### src/rtl/cpu_hazard_unit.sv
// Pipeline hazard unit: load-use stall, branch/jump flush control, a small
// ID/EX shadow of the instruction ahead, and saturating stall/flush counters.
module cpu_hazard_unit #(
   parameter int CNT_W = 16
) (
   input  logic             clk,
   input  logic             rst_n,
   input  logic [5:0]       ifid_opcode,
   input  logic [4:0]       ifid_rs,
   input  logic [4:0]       ifid_rt,
   input  logic             id_memread_ctrl,
   input  logic             id_regwrite_ctrl,
   input  logic             id_regdst_ctrl,
   input  logic [4:0]       id_rd,
   input  logic             branch_taken,
   input  logic             cnt_clr,
   output logic             hazard_detected,
   output logic             pc_write_en,
   output logic             ifid_write_en,
   output logic             ifid_flush,
   output logic             idex_flush,
   output logic [CNT_W-1:0] stall_cnt,
   output logic [CNT_W-1:0] flush_cnt,
   output logic [1:0]       state
);

   typedef enum logic [1:0] {
      ST_RUN   = 2'b00,
      ST_STALL = 2'b01,
      ST_FLUSH = 2'b10
   } state_e;

   localparam logic [5:0] OP_RTYPE = 6'b000000;
   localparam logic [5:0] OP_LW    = 6'b100011;
   localparam logic [5:0] OP_SW    = 6'b101011;
   localparam logic [5:0] OP_BEQ   = 6'b000100;
   localparam logic [5:0] OP_J     = 6'b000010;

   state_e           state_q, state_d;
   logic             ex_valid_q, ex_valid_d;
   logic             ex_memread_q, ex_memread_d;
   logic             ex_regwrite_q, ex_regwrite_d;
   logic [4:0]       ex_dst_q, ex_dst_d;
   logic [CNT_W-1:0] stall_cnt_q, stall_cnt_d;
   logic [CNT_W-1:0] flush_cnt_q, flush_cnt_d;

   logic rs_used, rt_used, load_use, jump;

   // ex_regwrite is carried for a future forwarding path; nothing reads it yet.
   logic shadow_unused;
   assign shadow_unused = ex_regwrite_q;

   always_comb begin
      rs_used = 1'b0;
      rt_used = 1'b0;
      case (ifid_opcode)
         OP_RTYPE, OP_SW, OP_BEQ: begin
            rs_used = 1'b1;
            rt_used = 1'b1;
         end
         OP_LW:   rs_used = 1'b1;
         default: ;
      endcase
   end

   // Only shadow state and IF/ID fields feed the stall, never id_* control,
   // so main control can be squashed without a combinational loop.
   assign load_use = ex_valid_q && ex_memread_q && (ex_dst_q != 5'd0) &&
                     ((rs_used && (ifid_rs == ex_dst_q)) ||
                      (rt_used && (ifid_rt == ex_dst_q)));
   assign jump     = (ifid_opcode == OP_J);

   // NOTE: every output gets a default before the priority chain, so no
   // path leaves a signal unassigned and no latch is inferred.
   always_comb begin
      hazard_detected = 1'b0;
      pc_write_en     = 1'b1;
      ifid_write_en   = 1'b1;
      ifid_flush      = 1'b0;
      idex_flush      = 1'b0;
      state_d         = ST_RUN;
      if (branch_taken) begin
         ifid_flush = 1'b1;
         idex_flush = 1'b1;
         state_d    = ST_FLUSH;
      end else if (load_use) begin
         hazard_detected = 1'b1;
         pc_write_en     = 1'b0;
         ifid_write_en   = 1'b0;
         state_d         = ST_STALL;
      end else if (jump) begin
         ifid_flush = 1'b1;
         state_d    = ST_FLUSH;
      end
   end

   always_comb begin
      ex_valid_d    = 1'b0;
      ex_memread_d  = 1'b0;
      ex_regwrite_d = 1'b0;
      ex_dst_d      = 5'd0;
      if (!(hazard_detected || idex_flush)) begin
         ex_valid_d    = 1'b1;
         ex_memread_d  = id_memread_ctrl;
         ex_regwrite_d = id_regwrite_ctrl;
         ex_dst_d      = id_regdst_ctrl ? id_rd : ifid_rt;
      end
   end

   // A stall blocked by a simultaneous branch is not counted as a stall.
   always_comb begin
      stall_cnt_d = stall_cnt_q;
      flush_cnt_d = flush_cnt_q;
      if (cnt_clr) begin
         stall_cnt_d = '0;
         flush_cnt_d = '0;
      end else begin
         if (hazard_detected && (stall_cnt_q != '1)) stall_cnt_d = stall_cnt_q + 1'b1;
         if (ifid_flush && (flush_cnt_q != '1))      flush_cnt_d = flush_cnt_q + 1'b1;
      end
   end

   // NOTE: state registers use non-blocking assignments so every flop samples
   // the pre-edge values, independent of block ordering.
   always_ff @(posedge clk) begin
      if (!rst_n) begin
         state_q       <= ST_RUN;
         ex_valid_q    <= 1'b0;
         ex_memread_q  <= 1'b0;
         ex_regwrite_q <= 1'b0;
         ex_dst_q      <= 5'd0;
         stall_cnt_q   <= '0;
         flush_cnt_q   <= '0;
      end else begin
         state_q       <= state_d;
         ex_valid_q    <= ex_valid_d;
         ex_memread_q  <= ex_memread_d;
         ex_regwrite_q <= ex_regwrite_d;
         ex_dst_q      <= ex_dst_d;
         stall_cnt_q   <= stall_cnt_d;
         flush_cnt_q   <= flush_cnt_d;
      end
   end

   assign stall_cnt = stall_cnt_q;
   assign flush_cnt = flush_cnt_q;
   assign state     = state_q;

endmodule

### config.mk
export PLATFORM = sky130hd
export DESIGN_NAME = cpu_hazard_unit
export DESIGN_NICKNAME = d
export VERILOG_FILES = /design/src/rtl/cpu_hazard_unit.sv
export SDC_FILE = /design/constraint.sdc
export NUM_CORES = 1
export LEC_CHECK = 0
export CAP_MARGIN = 20
export CORE_ASPECT_RATIO = 1.2
export CORE_MARGIN = 5
export CORE_UTILIZATION = 30
export DETAILED_ROUTE_END_ITERATION = 8
export GPL_TIMING_DRIVEN = 1
export PLACE_DENSITY = 0.64
export SLEW_MARGIN = 20
export SYNTH_ARGS = -nofsm -noshare
export SYNTH_HDL_FRONTEND = slang
export SYNTH_SLANG_ARGS = --single-unit
### constraint.sdc
create_clock -name clk -period 2.15 [get_ports clk]
set_input_delay 0.215 -clock clk [delete_from_list [all_inputs] [get_ports clk]]
set_output_delay 0.215 -clock clk [all_outputs]
set_load 0.005 [all_outputs]
==> results.sh, run 1 <==
export IMPL_postPlaceCellArea_um2=3020
export IMPL_routedWlPerCell_um=14.3
export IMPL_grt_overflow=0
export IMPL_synthDistinctLibCells=47
export IMPL_grt_busiest_layer="met2"
export IMPL_firstDrtPassIters=4
export IMPL_cts_inserted_buffers=5
export IMPL_placementRows=33
export IMPL_avgViaCountPerCell=4.94
export IMPL_postSynth_asyncResetShare=0
export IMPL_netlist_top_cell_by_area="sky130_fd_sc_hd__dfxtp_1"
export IMPL_grt_met2_usage=0.244
export IMPL_cp_start_kind="flop"
export IMPL_clock_insertion_delay_worst_skew_ps=310
export IMPL_tritoncts="built"
export IMPL_antennaDiodeCount=0
export IMPL_post_route_cell_area_um2=3440
export IMPL_rsz0062_at_grt="true"
export IMPL_status="completed"
export IMPL_post_synth_inst_count=248
export IMPL_cts_buffer_depth=2
export IMPL_worst_endpoint_required_ps=2360
export IMPL_synth_edf_count=0
export IMPL_critical_path_cell_chain="buf_6, or4_4, o2111ai_4, buf_6, and4bb_4, o211ai_1, buf_4, xor2_1, nor2_1"
export IMPL_library_cell_with_the_highest_instance_count_after_synthesis="sky130_fd_sc_hd__dfxtp_1"
export IMPL_average_footprint_of_a_synthesized_cell_um2=8.54
export IMPL_layout_area_overhead_vs_synth_pct=62.5
export IMPL_grt_pass1_wl_um=9840
export IMPL_critical_path_max_stage_delay_ps=440
export IMPL_wirelength_um=6340
export IMPL_dieWidth_um=86.7
export IMPL_fraction_of_final_layout_cells_with_drive_strength_greater_than_1=0.261
export IMPL_number_of_register_bits_inferred_by_synthesis=41
export IMPL_antenna_left=0
export IMPL_leading_post_synthesis_cells_by_cell_area="sky130_fd_sc_hd__dfxtp_1 39%, sky130_fd_sc_hd__xor2_1 8.3%, sky130_fd_sc_hd__nor2_1 6.0%"
export IMPL_ir_worst_vdd_v=0.000253
export IMPL_dp_cells=417
export IMPL_post_synth_instance_area_um2=2120
export IMPL_cts_hold_buf=0
export IMPL_post_route_drc_count=0
export IMPL_drt_first_iter_violations=73
export IMPL_gp_congestion=0.804
export IMPL_layoutNonFillerInstCount=444
export IMPL_critical_path_top_cell_by_count="sky130_fd_sc_hd__buf_6"
export IMPL_max_slew_worst_pin_slew_ps=495
export IMPL_clock_sinks=41
export IMPL_io_pin_count=67
export IMPL_finish_net_count=386
export IMPL_met3_usage=0.0371
export IMPL_power_density_nw_per_um2=508
export IMPL_power_leakage_nw=1.27
export IMPL_route_vias_total=2195
export IMPL_initial_core_util=0.309
export IMPL_die_area_um2=8850
export IMPL_max_cap_violations=0
export IMPL_layout_filler_cells=668
export IMPL_grt_util_all_layers=0.140
export IMPL_hold_path_class="in2reg"
export IMPL_clock_tree_root_cell="sky130_fd_sc_hd__clkbuf_8"
export IMPL_synth_top_cell_area_share=0.387
export IMPL_cts_max_level=2
export IMPL_critical_path_peak_fanout=3
export IMPL_antenna_found_initial=0
export IMPL_primary_ff_master_synth="sky130_fd_sc_hd__dfxtp_1"
export IMPL_first_global_vias=2070
export IMPL_port_buffer_count=65
export IMPL_dieHeight_um=102
export IMPL_synthesis_nets=278
export IMPL_critical_path_arrival_ps=2350
export IMPL_fmax_ghz=0.466
export IMPL_hpwlAfterDp_um=4410
export IMPL_multi_input_area_um2=1360
export IMPL_yosys_warnings=0
export IMPL_grt_max_degree=18
export IMPL_finalMaxSlewViolations=0
export IMPL_criticalPathCategory="reg2reg"
export IMPL_finalSetupViolations=0
export IMPL_final_hold_viol_count=0
export IMPL_clk_transition_reported_paths_ps=100
export IMPL_seq_total_area_yosys=0.387
export IMPL_fin_crit_sh=0.998
export IMPL_core_um2=6850
export IMPL_timing_max_slew_rel_slack=0.670
export IMPL_critPathCaptureType="flop"
export IMPL_timing_final_crit_period_ps=2150
export IMPL_clock_skew_ps=18.8
export IMPL_synth_common_cells="41 x sky130_fd_sc_hd__dfxtp_1, 34 x sky130_fd_sc_hd__nor2_1, 20 x sky130_fd_sc_hd__xor2_1"
export IMPL_layout_area_seq_um2=832
export IMPL_globalRouteMet1Util=0.166
export IMPL_crit_slowest_cell="sky130_fd_sc_hd__or4_4"
==> per-stage QoR <==
| step | hold slack (ps) | total power, mW | setup slack [ps] | utilization | TNS, ps |
|---|---|---|---|---|---|
| 2_1_floorplan | 337 | 0.859 | 164 | - | 0 |
| 3_3_place_gp | 486 | 0.960 | -382 | 0.441 | -2780 |
| 3_5_place_dp | 494 | 0.962 | -463 | 0.441 | -4040 |
| 4_1_cts | 500 | 1.75 | -74.4 | 0.491 | -616 |
| 5_1_grt | 514 | 1.81 | -113 | 0.502 | -490 |
| 6_report | 512 | 1.75 | 4.26 | 0.502 | 0 |
==> critical path, delay by kind of cell, from the launching register on <==
kind                      cells  cell delay [ps]
and+or+nand+nor               3              680
buffers and inverters         3              400
AOI/OAI and AO/OA             2              460
DFF                           1              360
xor gates and xnor gates      1              140
==> cells by family after synthesis <==
logic type,Yosys count,share of synthesized area
compound gates,38,0.126
simple gates,116,0.294
flops,41,0.387
mux,7,0.0331
xor+xnor,26,0.108
buf+inv,18,0.0402
fa+ha+maj,2,0.0118
==> what timing repair did <==
action / CTS / global route
endpoints found under the setup margin: 5 / 24
gates cloned: 1 / 0
gates resized for setup: 33 / 30
pin swaps: 26 / 33
hold endpoints to repair: 0 / 0
buffers inserted: 15 / 6
==> final timing paths <==
path              slack, ps  depth (start not counted)           end            start
setup / recovery          4                          9  stall_cnt[3]      ex_dst_q[4]
hold / removal          510                          2  ex_memread_q  id_memread_ctrl
setup reg to reg          4                          9  stall_cnt[3]      ex_dst_q[4]
hold reg to reg         520                          2  stall_cnt[2]     stall_cnt[2]
==> report_power, final <==
| part | leakage [nW] | switching (mW) | internal (mW) | total [mW] |
|---|---|---|---|---|
| Combinational | 0.871 | 0.0935 | 0.119 | 0.213 |
| Clock | 0.0687 | 0.291 | 0.468 | 0.759 |
| Sequential | 0.334 | 0.00947 | 0.767 | 0.776 |
==> sequential cells by signal, summed over array words and instances (netlist names) <==
register,cells
flush_cnt,16
stall_cnt,16
ex_dst_q,5
state,2
ex_memread_q,1
ex_valid_q,1
==> metal layers <==
| layer | vias to the layer above | routed length (um) |
|---|---|---|
| met2 | 69 | 3120 |
| met1 | 1018 | 2680 |
| met3 | 8 | 461 |
| met4 | 0 | 71 |
| met5 | - | 0 |
| li1 | 1100 | - |
==> placed cells by master, fill, tap and decap left out, types with 5 or more instances in the layout <==
cell                               n
sky130_fd_sc_hd__clkbuf_2          6
sky130_fd_sc_hd__mux2i_1           7
sky130_fd_sc_hd__buf_4            39
sky130_fd_sc_hd__nand2_1          13
sky130_fd_sc_hd__nor2_1           30
sky130_fd_sc_hd__nand3_1          13
sky130_fd_sc_hd__nand4_1           9
sky130_fd_sc_hd__or3_1             7
sky130_fd_sc_hd__o21ai_0           5
sky130_fd_sc_hd__clkdlybuf4s50_1  56
sky130_fd_sc_hd__xnor2_1           6
sky130_fd_sc_hd__and3_1            6
sky130_fd_sc_hd__clkbuf_8          5
sky130_fd_sc_hd__buf_6             5
sky130_fd_sc_hd__a21oi_1           7
sky130_fd_sc_hd__inv_1             7
sky130_fd_sc_hd__dfxtp_1          36
sky130_fd_sc_hd__xor2_1           18
==> area by class of cell <==
class                      count  share of cell area
multi-input combinational    190               0.395
timing repair buffer         109               0.281
sequential                    41               0.242
tap                           87              0.0316
clock buffer                   5              0.0200
clock inverter                 3              0.0200
inverter                       9              0.0102
No activity file was read; power rests on OpenSTA's default activity.
==> run 2, diff against run 1 <==
==> constraint.sdc (replaced) <==
create_clock -name clk -period 2.4 [get_ports clk]
set_input_delay 0.24 -clock clk [delete_from_list [all_inputs] [get_ports clk]]
set_output_delay 0.24 -clock clk [all_outputs]
set_load 0.005 [all_outputs]
==> run 2 against run 1 <==
- flip-flop and latch count did not move
- clock skew fell by 6.0 ps
- total power decreased by 19%
- critical endpoint is now stall_cnt[9]
- setup slack improved by 100 ps
- largest cell class unchanged
- highest routed layer unchanged
- utilization decreased by 3.6 points
- global-route usage is 1.1 points lower
- critical path depth up 4
- register-to-register slack better by 270 ps
- sequential share of layout area increased by 1.5 points
- cell count down 4.1%
- first-iteration DRC count grew 1.4%
==> results.sh, run 2 (synthesis results as in run 1) <==
export IMPL_grt_util_all_layers=0.129
export IMPL_cts_hold_buf=0
export IMPL_post_route_cell_area_um2=3200
export IMPL_grt_overflow=0
export IMPL_first_global_vias=1990
export IMPL_clock_sinks=41
export IMPL_cts_buffer_depth=2
export IMPL_antenna_left=0
export IMPL_grt_pass1_wl_um=9230
export IMPL_wl_met3_um=414
export IMPL_critical_path_arrival_ps=2530
export IMPL_rsz0062_at_grt="false"
export IMPL_tritoncts="built"
export IMPL_hpwlAfterDp_um=4250
export IMPL_multi_input_area_um2=1270
export IMPL_wirelength_um=5720
export IMPL_timing_final_crit_period_ps=2290
export IMPL_critical_path_peak_fanout=3
export IMPL_layout_area_seq_um2=821
export IMPL_clk_transition_reported_paths_ps=80
export IMPL_wl_met2_um=2710
export IMPL_final_hold_viol_count=0
export IMPL_commonest_cells_after_routing_fill_and_taps_aside="57 x sky130_fd_sc_hd__clkdlybuf4s50_1, 41 x sky130_fd_sc_hd__dfxtp_1, 34 x sky130_fd_sc_hd__nor2_1"
export IMPL_drt_first_iter_violations=74
export IMPL_status="completed"
export IMPL_postPlaceCellArea_um2=2980
export IMPL_post_route_drc_count=0
export IMPL_dieHeight_um=102
export IMPL_criticalPathCategory="in2reg"
export IMPL_gp_congestion=0.793
export IMPL_finalMaxSlewViolations=0
export IMPL_power_density_nw_per_um2=441
export IMPL_clock_skew_ps=12.8
export IMPL_dieWidth_um=86.7
export IMPL_cp_start_kind="input pin"
export IMPL_power_leakage_nw=1.18
export IMPL_cts_inserted_buffers=5
export IMPL_max_cap_violations=0
export IMPL_avgViaCountPerCell=4.85
export IMPL_firstDrtPassIters=4
export IMPL_initial_core_util=0.309
export IMPL_clock_tree_root_cell="sky130_fd_sc_hd__clkbuf_8"
export IMPL_grt_max_degree=18
export IMPL_fmax_ghz=0.436
export IMPL_antennaDiodeCount=0
export IMPL_critPathCaptureType="flop"
export IMPL_hold_path_class="reg2reg"
export IMPL_share_of_the_core_filled_with_cells_in_the_final_layout=0.466
export IMPL_cts_max_level=2
export IMPL_antenna_found_initial=0
export IMPL_worst_endpoint_required_ps=2640
export IMPL_timing_max_slew_rel_slack=0.623
export IMPL_layout_commonest_cell="sky130_fd_sc_hd__clkdlybuf4s50_1"
export IMPL_route_vias_total=2068
export IMPL_placementRows=33
export IMPL_layout_area_overhead_vs_synth_pct=50.9
export IMPL_layout_filler_cells=681
export IMPL_finalSetupViolations=0
export IMPL_wirelength_met1_um=2550
export IMPL_routed_top_layer="met4"
export IMPL_clock_insertion_delay_worst_skew_ps=300
export IMPL_ir_worst_vdd_v=0.000262
export IMPL_fraction_of_final_layout_cells_with_drive_strength_greater_than_1=0.156
export IMPL_port_buffer_count=65
export IMPL_core_um2=6850
export IMPL_die_area_um2=8850
export IMPL_io_pin_count=67
export IMPL_routedWlPerCell_um=13.4
export IMPL_max_slew_worst_pin_slew_ps=564
export IMPL_fin_crit_sh=0.955
export IMPL_finish_net_count=368
-- run 2: path summary, 6_finish.rpt --
path,start,to,slack [ps],depth (start not counted)
setup reg to reg,ex_dst_q[1],stall_cnt[1],270,7
hold / removal,stall_cnt[5],stall_cnt[5],510,2
hold reg to reg,stall_cnt[5],stall_cnt[5],510,2
setup / recovery,ifid_opcode[0],stall_cnt[9],110,13
-- run 2: final cells by class --
class	instances	area share
Multi-Input combinational cell	189	0.397
Timing Repair Buffer	92	0.265
Tap cell	87	0.0341
Clock inverter	3	0.0145
Clock buffer	5	0.0215
Inverter	9	0.0110
Sequential cell	41	0.257
-- run 2: per-stage QoR --
stage               hold WS (ps)  std cells  total power, mW  setup WS [ps]  TNS (ps)
finish                       508        426             1.41            109         0
global route                 546        426             1.47           7.67         0
CTS                          510        425             1.42          -77.4      -152
detailed placement           494        411            0.857           -248      -621
global placement             487        411            0.857           -195      -420
floorplan                    362        248            0.770            414         0
-- run 2: power breakdown --
part	total [mW]	switching, mW	internal (mW)	leakage [nW]
logic	0.159	0.0670	0.0916	0.790
registers	0.696	0.00827	0.687	0.332
clock network	0.555	0.244	0.311	0.0543
-- run 2: metal layers --
metal  vias to the layer above  global-route usage
li1                       1063                   -
met3                         6              0.0347
met4                         0              0.0324
met2                        63               0.221
met1                       936               0.161
met5                         -                   0
-- run 2: repair_timing --
| item | 4_1_cts | 5_1_grt |
|---|---|---|
| resized for setup | 11 | 10 |
| setup endpoints to repair | 3 | 7 |
| pin swaps | 4 | 6 |
| cloned | 0 | 0 |
| setup buffers | 6 | 1 |
-- run 2: critical path: stages --
cell	delay (ps)
sky130_fd_sc_hd__dlymetal6s2s_1	160
sky130_fd_sc_hd__nor4_4	260
sky130_fd_sc_hd__a41oi_2	70
sky130_fd_sc_hd__buf_4	150
sky130_fd_sc_hd__buf_4	120
sky130_fd_sc_hd__buf_4	120
sky130_fd_sc_hd__buf_4	120
sky130_fd_sc_hd__buf_4	120
sky130_fd_sc_hd__buf_4	130
sky130_fd_sc_hd__and4bb_4	360
sky130_fd_sc_hd__o211ai_1	130
sky130_fd_sc_hd__or4_1	480
sky130_fd_sc_hd__nand2_1	70
==> run 3, diff against run 2 <==
--- a/config.mk
+++ b/config.mk
@@ -5,7 +5,7 @@
 export SDC_FILE = /design/constraint.sdc
 export NUM_CORES = 1
 export LEC_CHECK = 0
-export CAP_MARGIN = 20
+export CAP_MARGIN = 0
 export CORE_ASPECT_RATIO = 1.2
 export CORE_MARGIN = 5
 export CORE_UTILIZATION = 30
==> results of run 3 <==
No change in the layout: final DEF, timing and power equal those of run 2.
